--- src/rtl/cam_ctrl.sv ---
// Camera sensor controller: sequences pixel erase, exposure and a two-row
// readout with ADC strobes, and holds the exposure setting sent to the timer.
module cam_ctrl #(
  parameter int unsigned EX_MIN   = 2,
  parameter int unsigned EX_MAX   = 30,
  parameter int unsigned EX_RESET = 2
) (
  input  logic       Clk,
  input  logic       Reset,
  input  logic       Init,
  input  logic       Ex_increase,
  input  logic       Ex_decrease,
  input  logic       Ovf5,
  output logic       Start,
  output logic [4:0] EX_time,
  output logic       Erase,
  output logic       Expose,
  output logic       NRE_1,
  output logic       NRE_2,
  output logic       ADC,
  output logic [1:0] dbg_state
);

  typedef enum logic [1:0] {
    IDLE     = 2'd0,
    EXPOSURE = 2'd1,
    READOUT  = 2'd2
  } state_t;

  localparam logic [4:0] EX_MIN_C   = 5'(EX_MIN);
  localparam logic [4:0] EX_MAX_C   = 5'(EX_MAX);
  localparam logic [4:0] EX_RESET_C = 5'(EX_RESET);

  state_t     state_q, state_d;
  logic [2:0] phase_q, phase_d, phase_nx;
  logic [4:0] ex_q, ex_d;
  logic       hold_q, hold_d;
  logic       start_q, start_d;
  logic       erase_q, erase_d;
  logic       expose_q, expose_d;
  logic       nre1_q, nre1_d;
  logic       nre2_q, nre2_d;
  logic       adc_q, adc_d;

  always_comb begin
    state_d  = state_q;
    phase_d  = phase_q;
    phase_nx = phase_q + 3'd1;
    ex_d     = ex_q;
    hold_d   = 1'b0;
    start_d  = 1'b0;
    erase_d  = erase_q;
    expose_d = expose_q;
    nre1_d   = 1'b1;
    nre2_d   = 1'b1;
    adc_d    = 1'b0;
    case (state_q)
      IDLE: begin
        erase_d  = 1'b1;
        expose_d = 1'b0;
        // hold_q masks Init for the first edge after reset is released
        if (Init && !hold_q) begin
          state_d  = EXPOSURE;
          start_d  = 1'b1;
          expose_d = 1'b1;
          erase_d  = 1'b0;
        end else if (Ex_increase && !Ex_decrease && (ex_q < EX_MAX_C)) begin
          ex_d = ex_q + 5'd1;
        end else if (Ex_decrease && !Ex_increase && (ex_q > EX_MIN_C)) begin
          ex_d = ex_q - 5'd1;
        end
      end
      EXPOSURE: begin
        expose_d = 1'b1;
        erase_d  = 1'b0;
        if (Ovf5) begin
          state_d  = READOUT;
          phase_d  = 3'd0;
          expose_d = 1'b0;
          nre1_d   = 1'b0;
        end
      end
      READOUT: begin
        expose_d = 1'b0;
        erase_d  = 1'b0;
        if (phase_q == 3'd6) begin
          state_d = IDLE;
          phase_d = 3'd0;
          erase_d = 1'b1;
        end else begin
          // outputs are registered, so decode the phase being entered
          phase_d = phase_nx;
          nre1_d  = !(phase_nx <= 3'd2);
          nre2_d  = !(phase_nx >= 3'd4);
          adc_d   = (phase_nx == 3'd1) || (phase_nx == 3'd5);
        end
      end
      default: begin
        state_d  = IDLE;
        phase_d  = 3'd0;
        erase_d  = 1'b1;
        expose_d = 1'b0;
      end
    endcase
  end

  always_ff @(posedge Clk) begin
    if (Reset) begin
      state_q  <= IDLE;
      phase_q  <= 3'd0;
      ex_q     <= EX_RESET_C;
      hold_q   <= 1'b1;
      start_q  <= 1'b0;
      erase_q  <= 1'b1;
      expose_q <= 1'b0;
      nre1_q   <= 1'b1;
      nre2_q   <= 1'b1;
      adc_q    <= 1'b0;
    end else begin
      state_q  <= state_d;
      phase_q  <= phase_d;
      ex_q     <= ex_d;
      hold_q   <= hold_d;
      start_q  <= start_d;
      erase_q  <= erase_d;
      expose_q <= expose_d;
      nre1_q   <= nre1_d;
      nre2_q   <= nre2_d;
      adc_q    <= adc_d;
    end
  end

  assign Start     = start_q;
  assign EX_time   = ex_q;
  assign Erase     = erase_q;
  assign Expose    = expose_q;
  assign NRE_1     = nre1_q;
  assign NRE_2     = nre2_q;
  assign ADC       = adc_q;
  assign dbg_state = state_q;

endmodule

--- config.mk ---
export PLATFORM = sky130hd
export DESIGN_NAME = cam_ctrl
export DESIGN_NICKNAME = d
export VERILOG_FILES = /design/src/rtl/cam_ctrl.sv
export SDC_FILE = /design/constraint.sdc
export NUM_CORES = 1
export LEC_CHECK = 0
export CAP_MARGIN = 30
export CELL_PAD_IN_SITES_DETAIL_PLACEMENT = 1
export CELL_PAD_IN_SITES_GLOBAL_PLACEMENT = 2
export CORE_ASPECT_RATIO = 0.8
export CORE_UTILIZATION = 31
export DETAILED_ROUTE_END_ITERATION = 8
export PLACE_DENSITY = 0.88
export SLEW_MARGIN = 20
export SYNTH_ARGS = -nofsm -noshare
export SYNTH_HDL_FRONTEND = slang
export SYNTH_SLANG_ARGS = --single-unit
--- constraint.sdc ---
create_clock -name Clk -period 3.1 [get_ports Clk]
set_input_delay 0.62 -clock Clk [delete_from_list [all_inputs] [get_ports Clk]]
set_output_delay 0.62 -clock Clk [all_outputs]
set_load 0.05 [all_outputs]
After elaboration in Yosys (flattened, before gate mapping)
Cells that the tools add are included.
{"block": "op_classes", "muxes": 18, "n_reduce_logical": 18, "n_lt_le_gt_ge": 4, "n_addsub": 3, "eq_ne": 8, "bitwise_logic": 3}
{"op": "$mux 5", "n": 2}
{"op": "$pmux 3 s3", "n": 1}
{"op": "$eq 3x3->1 const B", "n": 2}
{"op": "$mux 1", "n": 6}
{"op": "$mux 2", "n": 3}
{"op": "$mux 3", "n": 2}
{"op": "$ne 2x2->1 const B", "n": 3}
{"op": "$pmux 2 s3", "n": 1}
{"op": "$reduce_and 3->1", "n": 2}
{"op": "$add 5x1->5 const B", "n": 1}
{"op": "$gt 5x2->1 const B", "n": 1}
{"op": "$logic_and 1x1->1", "n": 5}
{"op": "$logic_not 1->1", "n": 5}
{"op": "$lt 5x5->1 const B", "n": 1}
{"op": "$sub 5x1->5 const B", "n": 1}
{"op": "$pmux 1 s2", "n": 2}
{"op": "$add 3x1->3 const B", "n": 1}
{"op": "$eq 3x1->1 const B", "n": 1}
{"op": "$ge 3x3->1 const B", "n": 1}
{"op": "$le 3x2->1 const B", "n": 1}
{"op": "$not 1->1", "n": 3}
{"op": "$pmux 1 s3", "n": 1}
{"op": "$reduce_or 3->1", "n": 1}
{"op": "$eq 2x1->1 const B", "n": 1}
{"op": "6 further kinds", "n": 6}
{"block": "totals", "inputBits": 6, "out_inout_bits": 13, "elab_cells": 64, "register_bits": 17}

Depth between registers and ports, before layout
Gate-level depths: netlist (run 1).
{"block": "logic_depth", "word_depth": 5, "mapped_depth": 7, "mapped_depth_nobuf": 7}

Worst setup path after synthesis (run 1)
No wires, ideal clock.
{"block": "synth_path", "path_kind": "reg2reg", "from": "reg ex_q[1], in the netlist EX_time[1]", "to": "reg ex_q[4], in the netlist EX_time[4]", "synth_period_minus_slack_ps": 2585, "path_buffers": 0, "slack_ps": 515, "required_ps": 2979, "path_stages_with_launch": 8, "arrival_ps": 2464, "setup_time_ps": 121, "path_cell_list": "dfxtp_1 > nand4_2 > nand2_1 > ha_1 > and3_1 > a211o_1 > a211oi_2 > mux2_4"}
{"block": "synth_via", "elab_chain_cells": 4, "word_cells_on_any_way": 10, "classes_between": "add/sub: 2; order compare: 2; mux: 2; reduce/logical: 4"}
{"element": "from (decl)", "line": "36", "rtl": "logic [4:0] ex_q, ex_d;"}
{"element": "from (signal assigned)", "line": "111", "rtl": "ex_q <= EX_RESET_C;"}
{"element": "from (signal assigned)", "line": "122", "rtl": "ex_q <= ex_d;"}
{"element": "$lt 5x5->1 or $gt 5x2->1 (tied branches)", "line": "67, 69"}
{"element": "$logic_and 1x1->1, on equally long branches", "line": "67, 69"}
{"element": "$reduce_bool 2->1 (no source line)"}
{"element": "$reduce_and 3->1 (no source line)"}
Parallel ways exist; a longest one is shown, timed or not. The select of a mux whose other input is x is not followed.
A chain may end at the register's enable or synchronous reset.

Worst setup path after layout (run 1)
{"block": "layout_path", "from": "in Ex_decrease", "to": "reg ex_q[4], in the netlist EX_time[4]"}
{"block": "layout_via", "elab_chain_cells": 5, "word_cells_on_any_way": 8, "classes_between": "mux: 1; reduce/logical: 7"}
{"element": "from (decl)", "line": "12", "rtl": "input logic Ex_decrease,"}
{"element": "$logic_not 1->1", "line": "67", "rtl": "end else if (Ex_increase && !Ex_decrease && (ex_q < EX_MAX_C)) begin"}
{"element": "$logic_and 1x1->1 (2 in series)", "line": "67"}
{"element": "$reduce_bool 2->1 (no source line)"}
{"element": "$reduce_and 3->1 (no source line)"}
Parallel ways exist; a longest one is shown, timed or not.

==> metrics.csv, run 1 <==
metric,value,unit
status,completed,
cts_tree,done,
antenna_cells,0,
ys_async_sr_fraction,0,
place.gp.congestion,0.765,
synthTopCellsByArea,"dfxtp_1 (35%), ha_1 (14%), inv_1 (3.1%)",
cts_hold_buf,0,
yosysUniqueCellTypes,40,
fin_skew,0.000997,ns
post-route-period-util,0.869,
cp-start-kind,input pin,
rsz0062_at_grt,no,
critical_path_required,3.24,ns
yosysTopAreaCell,dfxtp_1,
yosys_warnings,0,
drt-wirelength-per-cell,14.4,um
slew_violations,0,
utilization,0.436,
synth_top_cell_area_share,0.353,
synth_xor_xnor_area_share,0.0272,
ys_ff_latch,17,
n_fill_cell,342,
num_rows,17,
grt_max_degree,16,
min_period,2.69,ns
ys.flop_type,dfxtp_1,
syn_nets,118,
die_w,64.4,um
end_kind,flop,
dieArea,0.00334,mm2
p_per_area,816,mW/mm2
slew_headroom,0.634,
drv_cap,0,
ctsHtreeMaxLevel,1,
io_buffer_count,18,
synth_common_cells,"dfxtp_1 (17), ha_1 (11), inv_1 (8), nor2_1 (6), nand2_1 (5)",
io_pins,19,
dp_hpwl,1850,um
ir_drop,0.000346,V
synth_top_family_by_area,compound AO/OA/AOI/OAI gates,
grt_overflow,0,
grt_usage,0.150,
power.leakage,0.000521,uW
grt_pass1_wl,3780,um
path_class,input pin to flop,
path_max_fanout,4,
postRouteAntennaNets,0,
cts_made_buffers,3,
die_h,51.9,um
hold_class,flop to flop,
synthCells,100,
worst_slew_pin_slew,0.547,ns
fin_setup_tns,0,ns
hold_viol_final,0,
crit_path_max_incr_delay,0.41,ns
synthMuxAreaShare,0.0259,
avgViaCountPerCell,5.09,
core,0.00285,mm2
crit_arrival,2.83,ns
fmax,0.371,GHz
drive_above_1_share,0.0984,
synth_edf_count,0,
ys_seq_area_frac,0.353,
cts_sinks,17,
antenna_found_initial,0,
floorplan.initialDensity,0.338,
yosys.area_share.simple,0.176,
synth_most_common_cell,dfxtp_1,
root_buffer,clkbuf_8,
syn-cell-area,965,um2
clk_path_buf_depth,2,
first_pass_iters,4,
clk_latency,0.25,ns
wl,2310,um
setup_violations,0,
cts_resized,0,
path_clk_slew,0.06,ns
synth-compound-area-share,0.219,
stdcell_count,160,
nets,141,
drt_iter0_drc,49,
grt_pass1_vias,797,
synthAdderAreaFrac,0.163,
drc_errors,0,
cp_slowest_cell,clkdlybuf4s50_1,
dp.cells,156,
vias,814,
area_delta_synth_final,28.8,%
synth_area_per_cell,9.65,um2
cp_cell_sequence,clkdlybuf4s50_1 -> and2b_1 -> nand2_1 -> fa_1 -> and3_1 -> a211o_1 -> a211oi_2 -> mux2_4,
cts_setup_buffers,0,
-- path summary, 6_finish.rpt --
| kind | startpoint | slack (ns) | cells past startpoint | to |
|---|---|---|---|---|
| max | Ex_decrease | 0.41 | 8 | EX_time[4]$_SDFFE_PP0P_ |
| min | phase_q[2]$_SDFFE_PP0P_ | 0.58 | 2 | phase_q[2]$_SDFFE_PP0P_ |
| max reg2reg | EX_time[1]$_SDFFE_PP1P_ | 0.72 | 7 | EX_time[4]$_SDFFE_PP0P_ |
| min reg2reg | phase_q[2]$_SDFFE_PP0P_ | 0.58 | 2 | phase_q[2]$_SDFFE_PP0P_ |
-- worst max-delay path, delay by kind of cell --
family,cells,cell delay (ns)
AOI/OAI and AO/OA,2,0.55
adders and majority gates,1,0.41
buffers and inverters,1,0.41
muxes,1,0.31
and+or+nand+nor,3,0.51
-- area by class of cell --
| class | count | area (um2) | area share |
|---|---|---|---|
| clock buffer | 3 | 41.3 | 0.0332 |
| tap | 38 | 47.5 | 0.0383 |
| multi-input combinational | 74 | 591 | 0.475 |
| clock inverter | 1 | 5.00 | 0.00403 |
| inverter | 8 | 30.0 | 0.0242 |
| timing repair buffer | 19 | 188 | 0.151 |
| sequential | 17 | 340 | 0.274 |
-- kinds of logic (layout without fill, tap and decap cells) --
group,after synthesis,after routing
xor gates and xnor gates,3,3
and+or+nand+nor,30,30
DFF,17,17
AOI/OAI and AO/OA,27,27
muxes,2,2
buffers and inverters,9,31
adders and majority gates,12,12
-- through the flow --
step	power (uW)	hold WS (ns)	instance area (um2)	setup WS (ns)
after floorplan	690	0.504	965	0.515
after global placement	835	0.552	1200	0.206
after detailed placement	855	0.553	1200	0.144
after CTS	1020	0.569	1240	0.419
after global routing	1080	0.622	1240	0.334
final	1010	0.582	1240	0.405
-- placed cells by master (no fill, tap or decap), types with 2 or more instances in the layout --
| cell type | netlist | layout |
|---|---|---|
| nand2b_1 | 4 | 4 |
| nor2b_1 | 2 | 2 |
| a21oi_1 | 4 | 4 |
| nand3_1 | 2 | 2 |
| clkbuf_8 | 0 | 3 |
| clkdlybuf4s50_1 | 0 | 18 |
| ha_1 | 11 | 11 |
| nand2_1 | 5 | 5 |
| inv_1 | 8 | 8 |
| o211ai_1 | 2 | 2 |
| o21ai_0 | 3 | 3 |
| a31oi_1 | 2 | 2 |
| dfxtp_1 | 17 | 17 |
| a21o_1 | 3 | 3 |
| a311oi_1 | 3 | 3 |
| nor2_1 | 6 | 6 |
| and2_1 | 2 | 2 |
| xor2_1 | 2 | 2 |
-- report_power, final --
group          internal [uW]  switching (uW)
Clock                   89.0            72.5
Combinational            204             336
Sequential               263            49.8
Total                    556             458
-- routing by layer --
layer / vias to the layer above / routed length (um) / GRT usage / share of wire
met2: 13 / 1030 / 0.223 / 0.44
met3: 2 / 68 / 0.0461 / 0.029
met1: 396 / 1200 / 0.206 / 0.52
li1: 403 / - / - / -
met5: - / 0 / 0 / 0
met4: 0 / 21 / 0.0444 / 0.0091
-- registers in the layout, indices dropped and copies added, names as in the netlist --
name       flops
Expose         1
NRE_1          1
dbg_state      2
hold_q         1
NRE_2          1
Start          1
ADC            1
phase_q        3
EX_time        5
Erase          1
(Power assumes the default switching activity.)
==> run 2: changes to the inputs <==
--- a/config.mk
+++ b/config.mk
@@ -12,7 +12,6 @@
 export CORE_UTILIZATION = 31
 export DETAILED_ROUTE_END_ITERATION = 8
 export PLACE_DENSITY = 0.88
-export SLEW_MARGIN = 20
 export SYNTH_ARGS = -nofsm -noshare
 export SYNTH_HDL_FRONTEND = slang
 export SYNTH_SLANG_ARGS = --single-unit
==> results of run 2 <==
The final DEF is identical to that of run 1; final timing and power are the same.
